[src/rtl/serail_ctrl_pkg.sv]
// Shared constants for the serial bridge: CPU-side register map, STATUS bit
// positions, drain FSM state encodings and the CPU address decode type.
package serail_ctrl_pkg;

  localparam logic [3:0] SERAIL_DATA_ADDR = 4'h0;
  localparam logic [3:0] SERAIL_STAT_ADDR = 4'h4;

  localparam int STAT_EMPTY_BIT = 0;
  localparam int STAT_FULL_BIT  = 1;
  localparam int STAT_OVF_BIT   = 2;
  localparam int STAT_TMO_BIT   = 3;
  localparam int STAT_CNT_LSB   = 8;

  localparam logic [1:0] SC_IDLE = 2'd0;
  localparam logic [1:0] SC_SEND = 2'd1;
  localparam logic [1:0] SC_GAP  = 2'd2;

  typedef enum logic [1:0] {
    BUS_DATA = 2'd0,
    BUS_STAT = 2'd1,
    BUS_NONE = 2'd2
  } bus_sel_e;

endpackage

[src/rtl/serail_fifo.sv]
// Synchronous byte FIFO holding the TX bytes between the CPU and the drain FSM.
// Head is presented combinationally on dout; pointers wrap naturally.
module serail_fifo #(
  parameter int DEPTH = 8
) (
  input  logic                     clk,
  input  logic                     rst,
  input  logic                     push,
  input  logic                     pop,
  input  logic [7:0]               din,
  output logic [7:0]               dout,
  output logic                     empty,
  output logic                     full,
  output logic [$clog2(DEPTH):0]   count
);

  localparam int PTR_W = $clog2(DEPTH);
  localparam int CNT_W = PTR_W + 1;

  logic [7:0]       mem_q [DEPTH];
  logic [PTR_W-1:0] wr_ptr_q, wr_ptr_d;
  logic [PTR_W-1:0] rd_ptr_q, rd_ptr_d;
  logic [CNT_W-1:0] count_q, count_d;
  logic             push_ok, pop_ok;

  assign empty   = (count_q == '0);
  assign full    = (count_q == CNT_W'(DEPTH));
  assign count   = count_q;
  assign dout    = mem_q[rd_ptr_q];
  assign push_ok = push & ~full;
  assign pop_ok  = pop & ~empty;

  // Pointer and occupancy next-state; simultaneous push and pop keep count.
  always_comb begin
    wr_ptr_d = wr_ptr_q;
    rd_ptr_d = rd_ptr_q;
    count_d  = count_q;
    if (push_ok) wr_ptr_d = wr_ptr_q + 1'b1;
    if (pop_ok)  rd_ptr_d = rd_ptr_q + 1'b1;
    case ({push_ok, pop_ok})
      2'b10:   count_d = count_q + 1'b1;
      2'b01:   count_d = count_q - 1'b1;
      default: count_d = count_q;
    endcase
  end

  // Control state with asynchronous reset.
  always_ff @(posedge clk or negedge rst) begin
    if (!rst) begin
      wr_ptr_q <= '0;
      rd_ptr_q <= '0;
      count_q  <= '0;
    end else begin
      wr_ptr_q <= wr_ptr_d;
      rd_ptr_q <= rd_ptr_d;
      count_q  <= count_d;
    end
  end

  // Storage array carries data only, so it is not reset.
  always_ff @(posedge clk) begin
    if (push_ok) mem_q[wr_ptr_q] <= din;
  end

endmodule

[src/rtl/serail_ctrl.sv]
// CPU-bus to serial-device bridge: decodes DATA/STATUS accesses, queues bytes
// in a TX FIFO and drains them through the device ce/we/ready handshake.
// Optional build macro SERAIL_CTRL_DROP_ON_FULL_EN: DATA writes while full are
// acked and discarded (setting sticky overflow) instead of stalling.
module serail_ctrl
  import serail_ctrl_pkg::*;
#(
  parameter int DATA_W  = 32,
  parameter int ADDR_W  = 4,
  parameter int DEPTH   = 8,
  parameter int TIMEOUT = 255
) (
  input  logic              clk,
  input  logic              rst,
  input  logic              bus_ce_i,
  input  logic              bus_we_i,
  input  logic [ADDR_W-1:0] bus_addr_i,
  input  logic [DATA_W-1:0] bus_data_i,
  output logic [DATA_W-1:0] bus_data_o,
  output logic              bus_ready_o,
  output logic              serail_ce_o,
  output logic              serail_we_o,
  output logic [ADDR_W-1:0] serail_addr_o,
  output logic [DATA_W-1:0] serail_data_o,
  input  logic              serail_ready_i
);

  localparam int CNT_W = $clog2(DEPTH) + 1;
  localparam int TMR_W = (TIMEOUT > 0) ? $clog2(TIMEOUT + 1) : 1;

  logic             fifo_push, fifo_pop, fifo_empty, fifo_full;
  logic [7:0]       fifo_dout;
  logic [CNT_W-1:0] fifo_count;

  logic              armed_q, armed_d;
  logic              rdy_q, rdy_d;
  logic [DATA_W-1:0] rdata_q, rdata_d;
  logic              ovf_q, ovf_d, tmo_q, tmo_d;
  logic [1:0]        state_q, state_d;
  logic              ce_q, ce_d, we_q, we_d;
  logic [DATA_W-1:0] sdata_q, sdata_d;
  logic [TMR_W-1:0]  timer_q, timer_d;

  bus_sel_e sel;
  logic     req, wr_data, accept, stat_rd, ovf_set, tmo_set;
  logic     unused_hi;

  function automatic logic [DATA_W-1:0] build_status(input logic empty, full, ovf, tmo,
                                                     input logic [CNT_W-1:0] cnt);
    logic [DATA_W-1:0] s;
    s                          = '0;
    s[STAT_EMPTY_BIT]          = empty;
    s[STAT_FULL_BIT]           = full;
    s[STAT_OVF_BIT]            = ovf;
    s[STAT_TMO_BIT]            = tmo;
    s[STAT_CNT_LSB +: CNT_W]   = cnt;
    return s;
  endfunction

  serail_fifo #(.DEPTH(DEPTH)) u_fifo (
    .clk   (clk),
    .rst   (rst),
    .push  (fifo_push),
    .pop   (fifo_pop),
    .din   (bus_data_i[7:0]),
    .dout  (fifo_dout),
    .empty (fifo_empty),
    .full  (fifo_full),
    .count (fifo_count)
  );

  assign unused_hi     = ^bus_data_i[DATA_W-1:8];
  assign bus_data_o    = rdata_q;
  assign bus_ready_o   = rdy_q;
  assign serail_ce_o   = ce_q;
  assign serail_we_o   = we_q;
  assign serail_addr_o = '0;
  assign serail_data_o = sdata_q;

  // CPU address decode and accept qualification (one accept per ce assertion).
  always_comb begin
    if (bus_addr_i == ADDR_W'(SERAIL_DATA_ADDR))      sel = BUS_DATA;
    else if (bus_addr_i == ADDR_W'(SERAIL_STAT_ADDR)) sel = BUS_STAT;
    else                                              sel = BUS_NONE;
    req     = bus_ce_i & armed_q;
    wr_data = req & bus_we_i & (sel == BUS_DATA);
`ifdef SERAIL_CTRL_DROP_ON_FULL_EN
    accept  = req;
    ovf_set = wr_data & fifo_full;
`else
    accept  = req & ~(wr_data & fifo_full);
    ovf_set = 1'b0;
`endif
    // Full is judged on the registered count: a same-edge pop never frees room.
    fifo_push = wr_data & ~fifo_full;
    stat_rd   = accept & ~bus_we_i & (sel == BUS_STAT);
  end

  // CPU-side response, re-arm and sticky flag next-state.
  always_comb begin
    armed_d = armed_q;
    rdy_d   = 1'b0;
    rdata_d = '0;
    ovf_d   = ovf_q;
    tmo_d   = tmo_q;
    if (accept) begin
      armed_d = 1'b0;
      rdy_d   = 1'b1;
      if (stat_rd) rdata_d = build_status(fifo_empty, fifo_full, ovf_q, tmo_q, fifo_count);
    end else if (!bus_ce_i) begin
      armed_d = 1'b1;
    end
    // A read clears only what it returned; an event on the same edge survives.
    if (stat_rd) begin
      ovf_d = 1'b0;
      tmo_d = 1'b0;
    end
    if (ovf_set) ovf_d = 1'b1;
    if (tmo_set) tmo_d = 1'b1;
  end

  // Drain FSM: pop into the device, wait for ready or timeout, then one idle gap.
  always_comb begin
    state_d  = state_q;
    ce_d     = ce_q;
    we_d     = we_q;
    sdata_d  = sdata_q;
    timer_d  = timer_q;
    fifo_pop = 1'b0;
    tmo_set  = 1'b0;
    case (state_q)
      SC_IDLE: begin
        if (!fifo_empty) begin
          fifo_pop = 1'b1;
          sdata_d  = {{(DATA_W-8){1'b0}}, fifo_dout};
          ce_d     = 1'b1;
          we_d     = 1'b1;
          timer_d  = '0;
          state_d  = SC_SEND;
        end
      end
      SC_SEND: begin
        if (serail_ready_i) begin
          ce_d    = 1'b0;
          we_d    = 1'b0;
          state_d = SC_GAP;
        end else if (timer_q == TMR_W'(TIMEOUT)) begin
          ce_d    = 1'b0;
          we_d    = 1'b0;
          tmo_set = 1'b1;
          state_d = SC_GAP;
        end else begin
          timer_d = timer_q + 1'b1;
        end
      end
      SC_GAP:  state_d = SC_IDLE;
      default: begin
        ce_d    = 1'b0;
        we_d    = 1'b0;
        state_d = SC_IDLE;
      end
    endcase
  end

  // All bridge state and outputs, cleared asynchronously (ce drops at once).
  always_ff @(posedge clk or negedge rst) begin
    if (!rst) begin
      armed_q <= 1'b1;
      rdy_q   <= 1'b0;
      rdata_q <= '0;
      ovf_q   <= 1'b0;
      tmo_q   <= 1'b0;
      state_q <= SC_IDLE;
      ce_q    <= 1'b0;
      we_q    <= 1'b0;
      sdata_q <= '0;
      timer_q <= '0;
    end else begin
      armed_q <= armed_d;
      rdy_q   <= rdy_d;
      rdata_q <= rdata_d;
      ovf_q   <= ovf_d;
      tmo_q   <= tmo_d;
      state_q <= state_d;
      ce_q    <= ce_d;
      we_q    <= we_d;
      sdata_q <= sdata_d;
      timer_q <= timer_d;
    end
  end

endmodule

[config.mk]
export PLATFORM = sky130hd
export DESIGN_NAME = serail_ctrl
export DESIGN_NICKNAME = d
export VERILOG_FILES = /design/src/rtl/serail_ctrl_pkg.sv /design/src/rtl/serail_fifo.sv /design/src/rtl/serail_ctrl.sv
export SDC_FILE = /design/constraint.sdc
export NUM_CORES = 1
export LEC_CHECK = 0
export ABC_AREA = 1
export BUFFER_PORTS_ARGS = -buffer_cell sky130_fd_sc_hd__clkbuf_2
export CAP_MARGIN = 20
export CORE_AREA = 2 2 114 116
export CTS_CLUSTER_DIAMETER = 120
export DETAILED_ROUTE_END_ITERATION = 16
export DIE_AREA = 0 0 116 118
export PLACE_DENSITY_LB_ADDON = 0.08
export SYNTH_ARGS = -nofsm -noshare
export SYNTH_HDL_FRONTEND = slang
export SYNTH_SLANG_ARGS = --single-unit
[constraint.sdc]
create_clock -name clk -period 2.71 [get_ports clk]
set_input_delay 0.4065 -clock clk [delete_from_list [all_inputs] [get_ports clk]]
set_output_delay 0.4065 -clock clk [all_outputs]
set_load 0.05 [all_outputs]
# ---- Word level (Yosys, flattened, before mapping)
# Memories as Yosys holds them, arrays and structs flattened. A register that Yosys moved wholly into a read port is not among the register bits.
# Index checks and enable logic that the tools add are counted.
dict set report op_classes {
  n_addsub 5
  eq_ne 13
  mux 29
  n_bitwise 15
  n_reduce_logical 12
}
# op n
set ops {}
lappend ops {{$mux W12} 2}
lappend ops {{$mux W8} 3}
lappend ops {{$pmux W8 S2} 1}
lappend ops {{$mux W1} 15}
lappend ops {{$and A1 B1 Y1} 10}
lappend ops {{$mux W2} 5}
lappend ops {{$add A8 B1 Y8 const B} 1}
lappend ops {{$eq A8 B8 Y1 const B} 1}
lappend ops {{$logic_not A4 Y1} 2}
lappend ops {{$pmux W4 S2} 1}
lappend ops {{$add A3 B1 Y3 const B} 2}
lappend ops {{$eq A2 B1 Y1 const B} 3}
lappend ops {{$ne A2 B2 Y1 const B} 3}
lappend ops {{$reduce_bool A2 Y1} 3}
lappend ops {{$not A1 Y1} 5}
lappend ops {{$add A4 B1 Y4 const B} 1}
lappend ops {{$eq A2 B2 Y1 const B} 2}
lappend ops {{$eq A4 B3 Y1 const B} 1}
lappend ops {{$eq A4 B4 Y1 const B} 1}
lappend ops {{$logic_not A2 Y1} 2}
lappend ops {{$pmux W2 S2} 1}
lappend ops {{$reduce_and A2 Y1} 2}
lappend ops {{$reduce_and A4 Y1} 1}
lappend ops {{$sub A4 B1 Y4 const B} 1}
lappend ops {{other kinds (5)} 5}
dict set report word_totals {
  reg_bits 56
  ramBits 64
  inputBits 41
  output_inout_bits 71
  elab_cells 85
  n_memories 1
}
# memory depth word_bits read_ports rd_ports_with_merged_regs write_ports line_no
set mem_list {}
lappend mem_list {u_fifo.mem_q 8 8 1 1 1 serail_fifo.sv:20} ;# logic [7:0] mem_q [DEPTH];

# ---- Logic depth before layout (Yosys ltp)
# Gate-level depths: netlist (run 1).
dict set report logic_depth {
  depth_word 12
  ltp_mapped 16
  ltp_nobuf 16
}

# ---- Modules after synthesis
# Synthesis (run 1) repeated with hierarchy kept, for this count alone.
dict set report unflattened {
  hier_cells 574
  hier_area_um2 5118.7
}
# mod instances cells_per_inst area_each_um2 seq_area_each_um2
set by_module_without_submodules {}
lappend by_module_without_submodules {serail_fifo 1 357 3399.5 2172.1}
lappend by_module_without_submodules {serail_ctrl 1 217 1719.1 726.9}

# ---- Least setup slack after synthesis (run 1)
# No wires, ideal clock.
dict set report synth_path {
  path_type {register to register}
  from {reg u_fifo.count_q[0], in the netlist u_fifo.count[0]}
  to {reg u_fifo.count_q[2], in the netlist u_fifo.count[2]}
  setup_ps 128
  t_arrival_ps 1891
  required_time_ps 2582
  setup_slack_ps 691
  stages_incl_launch_ff 14
  n_path_buf 2
  synth_period_minus_slack_ps 2019
  path_cell_list {dfrtp_1 -> inv_2 -> nand4_1 -> nand2_1 -> buf_4 -> inv_2 -> buf_6 -> ha_1 -> nand2_1 -> nand2_1 -> ha_1 -> a21oi_1 -> xor2_1 -> o21ai_0}
}
dict set report synth_via {
  elab_chain_cells 6
  word_cells_on_any_way 15
  classes_between {2 x add/sub; 3 x eq/ne; 3 x mux; 5 x bitwise; 2 x reduce/logical}
}
# element line_no
set synth_rtl {}
lappend synth_rtl {{start: declaration} serail_fifo.sv:23} ;# logic [CNT_W-1:0] count_q, count_d;
lappend synth_rtl {{start signal: assignment} serail_fifo.sv:56} ;# count_q <= count_d;
lappend synth_rtl {{$logic_not A4 Y1 (*)} serail_fifo.sv:26} ;# assign empty = (count_q == '0);
lappend synth_rtl {{$mux W1 (*)} serail_ctrl.sv:133} ;# if (!fifo_empty) begin
lappend synth_rtl {{$mux W1 (*)} serail_ctrl.sv:131} ;# case (state_q)
lappend synth_rtl {{via fifo_pop} serail_ctrl.sv:31} ;# logic fifo_push, fifo_pop, fifo_empty, fifo_full;
lappend synth_rtl {{$and A1 B1 Y1 (*)} serail_fifo.sv:31} ;# assign pop_ok = pop & ~empty;
lappend synth_rtl {{$eq A2 B1 Y1 / $eq A2 B2 Y1 (equally long branches)} serail_fifo.sv:40} ;# case ({push_ok, pop_ok})
lappend synth_rtl {{$pmux W4 S2 / $reduce_bool A2 Y1 (equally long branches)} n/a}
# Mark *: on every way through the listed nets, which the timed path passes. The rest lies on a longest branch.
# A chain may end at the register's enable or synchronous reset.

# ---- Worst setup path after layout (run 1)
dict set report layout_path {
  from {reg armed_q}
  to {reg u_fifo.count_q[2], in the netlist u_fifo.count[2]}
}
dict set report layout_via {
  elab_chain_cells 7
  word_cells_on_any_way 9
  classes_between {2 x eq/ne; 1 x mux; 5 x bitwise; 1 x reduce/logical}
}
# element line_no
set layout_rtl {}
lappend layout_rtl {{start: declaration} serail_ctrl.sv:35} ;# logic armed_q, armed_d;
lappend layout_rtl {{start signal: assignment} serail_ctrl.sv:179} ;# armed_q <= armed_d;
lappend layout_rtl {{$and A1 B1 Y1 (*)} serail_ctrl.sv:85} ;# req = bus_ce_i & armed_q;
lappend layout_rtl {{$and A1 B1 Y1 (*) (2 in a row)} serail_ctrl.sv:86} ;# wr_data = req & bus_we_i & (sel == BUS_DATA);
lappend layout_rtl {{$and A1 B1 Y1 (*)} serail_ctrl.sv:95} ;# fifo_push = wr_data & ~fifo_full;
lappend layout_rtl {{$and A1 B1 Y1 (*)} serail_fifo.sv:30} ;# assign push_ok = push & ~full;
lappend layout_rtl {{$eq A2 B1 Y1 / $eq A2 B2 Y1 (equally long branches)} serail_fifo.sv:40}
lappend layout_rtl {{$pmux W4 S2 / $reduce_bool A2 Y1 (equally long branches)} n/a}
# Mark *: on every way between the ends. The rest lies on a longest branch, timed or not.

==> metrics, run 1 <==
outcome finished, final reports clean; starting density of the core ~39%; routability cong. approximately 0.75; Max Slew Vio Count 0; CP arrival 2510 ps; Rel. slew slack a little over 60%; Area contributors post-synth edfxtp_1 (40%), dfrtp_1 (20%), buf_4 (8.6%); pwr/cell area between 1000 and 1500 nW/um2; WP data required just under 3000 ps; core area 12400 um2; Yosys top cell area share between 40% and 50%; cells on worst reg2reg path 12; Leak about 2.3 nW; crit path launch type flop; asr flop ratio synth roughly 38%; initial antenna violation count 0; DRT iter0 DRCs 223; Max Cap Viol 0; crit-path max FO 7; Setup crit end kind flop; PortBufs 34; grt total ovfl 0; first-pass GRT wire length about 16000 um; num rows 41; Hold Slack 119 ps; Fin. Hold Viols 0; Total GRT Usage between 15 and 20%; area added between synthesis and finish 11.4%; die area around 14000 um2; CTS tree done; Final min period approximately 2300 ps; Mapped Cells 470; final setup violation count 0; total power 5.51 mW; Net count, final about 560; pin count of the biggest net entering global routing 40; Worst Hold Class input port to async pin; Die W approximately 120 um; worst setup path startpoint armed_q; Reg2Reg Launch Point armed_q; n_diodes 0; Worst-Skew Late Latency around 350 ps; post-CTS setup repair buffer count 0; final wirelength approximately 9700 um; Mapped Area ~4800 um2; reg2reg end u_fifo.count[2]; Max Freq ~440 MHz; post-CTS sizing 0; layout cells sized above 1 between 10% and 20%; Clock transition at path regs roughly 70 ps; flops & latches, synth around 100; via-per-instance ratio between 4 and 5; DP HPWL between 6000 and 7000 um; post-synth cell types 34; htree depth 3; io pins ~110; # hold bufs at CTS 0; ys flop type edfxtp_1; number of fillers in the final layout about 1200; Crit Path Class flop to flop; Seq/Total Area, Yosys between 60 and 70%; DIE HEIGHT around 120 um; clk buf depth 2; Worst Skew ~6 ps; Num CTS Buffers 9; RSZ-0062 raised after global routing false; vias in the first global route between 2000 and 3000; Routed Antenna Nets 0; VDD IR max 386 uV; CTS Root Cell clkbuf_16; Pre-antenna DRT Iters 4; setup tns final 0 ps; Ys Warns 0; vias ~3100; R2R Setup Slk 430 ps; CTS sink count around 100; number of synthesized flops with an enable pin 64; Synth top cells by count nor2_1 (83), nand2_1 (73), edfxtp_1 (64), buf_4 (55), dfrtp_1 (38); DR WL/cell ~14 um; crit share post-route between 80% and 90%; Remaining DRCs 0; count leader, synth nor2_1; Yosys top cell by area edfxtp_1; syn avg cell area roughly 10 um2; CP endpoint u_fifo.count[2]; worst slew pin tran approximately 570 ps
cells by family (layout without fill, tap and decap cells):
kind of cell    after synthesis  count (layout)  share of synthesized area [%]
compound gates               58              58                           6.87
fa+ha+maj                     6               6                           1.57
simple gates                197             197                           17.3
xor+xnor                      6               6                           1.10
buf+inv                      99              97                           12.6
other cells                   1              53                         0.0783
flops                       103             103                           60.5
metrics by stage:
step	util, %	area, um2	setup slack (ps)	instances
after CTS	43.0	5340	420	692
final	43.0	5340	427	692
after global placement	40.3	5000	367	676
after global routing	43.0	5340	179	692
after detailed placement	40.3	5000	334	676
after floorplan	-	4980	691	522
critical path: stages, from the launching register on:
cell     delay [ps]
dfstp_2         530
nand2_1          60
nor2_1           80
nand2_1          80
nor2_2          270
inv_1           130
ha_1            260
nand2_1          90
nand2_1          70
ha_1            170
a21oi_1         150
xor2_1          160
o21ai_0          90
worst min-delay path by stage:
stage | end | from | slack (ps) | cells after the start
floorplan | bus_data_o[0] | rst | 110 | 0
global placement | serail_data_o[0] | serail_data_o[0] | 470 | 2
detailed placement | serail_data_o[5] | serail_data_o[5] | 470 | 2
CTS | bus_data_o[1] | rst | 140 | 2
global route | bus_data_o[0] | rst | 170 | 2
finish | bus_data_o[11] | rst | 120 | 2
layout by cell type (no fill, tap or decap), types with 6 or more instances in the layout:
cell / instances
o21ai_0: 32
conb_1: 53
nand3_1: 28
nand2_1: 73
o211ai_1: 8
o21ai_1: 8
clkbuf_16: 9
clkbuf_2: 34
inv_1: 23
dfrtp_1: 38
buf_4: 15
ha_1: 6
inv_2: 8
nor2_1: 83
edfxtp_1: 64
per-layer routing:
layer / up-vias / GRT usage (%) / share of wire, %
met5: - / 0 / 0
met4: 0 / 6.70 / 1.9
met3: 10 / 2.68 / 3.2
met2: 64 / 22.5 / 46
met1: 1462 / 22.7 / 49
li1: 1539 / - / -
report_power, final:
| group | switching (mW) | leakage (nW) | internal, mW | total (mW) |
|---|---|---|---|---|
| sequential | 0.148 | 1.07 | 1.84 | 1.99 |
| combinational | 1.49 | 1.07 | 0.572 | 2.06 |
| clock | 0.563 | 0.164 | 0.896 | 1.46 |
flip-flops by register name, indices dropped and copies added, names as in the netlist:
register and count:
bus_data_o 7, serail_data_o 8, armed_q 1, bus_ready_o 1
u_fifo.wr_ptr_q 3, u_fifo.count 4, tmo_q 1, u_fifo.mem_q 64
serail_we_o 1, timer_q 8, state_q 2, u_fifo.rd_ptr_q 3
cell type report:
cell class              count  area (um2)  area share, %
well taps                 172         215           4.03
clock buffers               9         225           4.22
multi-input cells         320        1480           27.8
repair buffers             49         283           5.30
flip-flops and latches    103        2900           54.3
inverters                  32         120           2.25
clock inverters             7         111           2.09
Power figures use the tool's default switching activity.
==> run 2: changes to the inputs <==
==> constraint.sdc (replaced) <==
create_clock -name clk -period 1.9 [get_ports clk]
set_input_delay 0.285 -clock clk [delete_from_list [all_inputs] [get_ports clk]]
set_output_delay 0.285 -clock clk [all_outputs]
set_load 0.05 [all_outputs]
==> metrics, run 2 (synthesized netlist as in run 1, its figures left out) <==
layout cells sized above 1 roughly a quarter; Final min period between 1500 and 2000 ps; first-pass GRT wire length between 15000 and 20000 um; initial antenna violation count 0; CP arrival ~2200 ps; Reg2Reg Launch Point armed_q; Clock transition at path regs roughly 70 ps; failing checks negative hold slack, negative setup slack; R2R Setup Slk -20 ps; area added between synthesis and finish 16.7%; Worst-Skew Late Latency between 300 and 400 ps; final setup violation count 1; worst setup path startpoint armed_q; Max Cap Viol 0; routability cong. ~0.75; vias in the first global route between 2000 and 3000; Logic pwr share 41.5%; CTS Root Cell clkbuf_16; die area roughly 14000 um2; starting density of the core 38.6%; crit path launch type flop; clock share of power a little under a quarter; cells on worst reg2reg path 12; Total GRT Usage around 15%; Crit Path Class flop to flop; # hold bufs at CTS 0; DP HPWL about 6600 um; pwr/cell area ~1400 nW/um2; Sw Share roughly two fifths; grt met3 use 2.99%; via-per-instance ratio roughly 4.4; Net count, final approximately 580; Setup crit end kind flop; Largest Register u_fifo.mem_q; Seq pwr share about a third; Max Slew Vio Count 0; Rel. slew slack 64.7%; htree depth 3; Pre-antenna DRT Iters 4; Worst Hold Class input port to async pin; n_diodes 0; VDD IR max 591 uV; grt total ovfl 0; clk buf depth 2; Fin. Hold Viols 36; GR Util met2 23.1%; Hold Slack -14.3 ps; crit share post-route 101%; CTS tree done; worst setup margin -15.2 ps; met1 Resource Use GR 19.9%; Routed Antenna Nets 0; WP data required ~2100 ps; DIE HEIGHT roughly 120 um; Max Freq roughly 520 MHz; outcome complete, but fails checks; cell internal pwr roughly 4.7 mW; switching pwr ~3.3 mW; Die W 116 um; GR peak layer met2; vias around 3100; Leak ~2.4 nW; crit-path max FO 5; num rows between 40 and 50; core area around 12000 um2; Worst Skew approximately 5.4 ps; pin count of the biggest net entering global routing 40; io pins 112; max reg flops between 60 and 70; reg2reg end u_fifo.count[2]; Remaining DRCs 0; commonest cells after routing, fill and taps aside nor2_1 (73), nand2_1 (66), edfxtp_1 (64), conb_1 (53), dfrtp_1 (38); worst slew pin tran about 530 ps; Final Non-Filler Cells approximately 710; final wirelength approximately 9700 um; DRT iter0 DRCs 107; RSZ-0062 raised after global routing true; DR WL/cell roughly 14 um; PortBufs 34; Num CTS Buffers 9; CP endpoint u_fifo.count[2]; CTS sink count ~100; Placed Cells roughly 690; most common cell after layout, fill and taps aside nor2_1
-- run 2: cell count changes in the layout (fill, tap and decap cells not counted), moves of 4 or more --
| cell | delta |
|---|---|
| buf_4 | +9 |
| buf_6 | +7 |
| inv_1 | -4 |
| nand2_1 | -7 |
| nand2_2 | +5 |
| nor2_1 | -10 |
| nor2_4 | +8 |
-- run 2: area by class of cell --
type                       count  area, um2
multi-input combinational    320       1630
clock buffer                   9        225
clock inverter                 7       72.6
sequential                   103       2900
timing repair buffer          65        429
inverter                      32        123
tap                          172        215
fill                        1204       6830
-- run 2: power groups by stage --
stage | clock, mW | combinational [mW] | sequential [mW]
after CTS | 1.90 | 3.19 | 2.81
after floorplan | 0 | 2.15 | 3.17
after global routing | 1.97 | 3.70 | 2.84
final | 1.85 | 3.31 | 2.81
after global placement | 0 | 3.13 | 2.85
after detailed placement | 0 | 3.16 | 2.86
-- run 2: what timing repair did --
item,4_1_cts,5_1_grt
buffers inserted,1,1
setup endpoints to repair,1,67
pin swaps,1,10
hold endpoints to repair,0,0
gates resized for setup,6,36
-- run 2: critical path, cell delays in order, from the launching register on --
cell	delay (ps)
dfstp_2	540
nand2_2	50
nor2_1	90
nand2_1	100
nor2_4	130
inv_2	60
ha_4	180
nand2_2	60
nand2_2	60
ha_4	160
a21oi_2	120
xor2_1	160
o21ai_1	90
-- run 2: stage by stage --
step | utilization (%) | total power [mW] | setup WS, ps | cell area (um2) | setup TNS [ps]
2_1_floorplan | - | 5.32 | 5.21 | 5010 | 0
3_3_place_gp | 41.4 | 5.98 | -4.44 | 5140 | -4.44
3_5_place_dp | 41.4 | 6.02 | -38.9 | 5140 | -38.9
4_1_cts | 43.9 | 7.90 | -48.1 | 5460 | -369
5_1_grt | 45.0 | 8.52 | -137 | 5590 | -210
6_report | 45.0 | 7.96 | -15.2 | 5590 | -15.2
-- run 2: layer usage --
| metal | wire length [um] | part of all wire (%) | vias up |
|---|---|---|---|
| met1 | 4470 | 46 | 1430 |
| met3 | 451 | 4.6 | 21 |
| met5 | 0 | 0 | - |
| li1 | - | - | 1572 |
| met4 | 278 | 2.9 | 0 |
| met2 | 4530 | 47 | 84 |
-- run 2: worst min path at each step --
stage               cells after the start                to  slack (ps)  startpoint
detailed placement                      2       bus_ready_o         380         rst
CTS                                     2   u_fifo.count[3]           3         rst
global route                            2  serail_data_o[6]          40         rst
floorplan                               0     bus_data_o[0]         -10         rst
finish                                  2     bus_data_o[9]         -10         rst
global placement                        2       bus_ready_o         380         rst
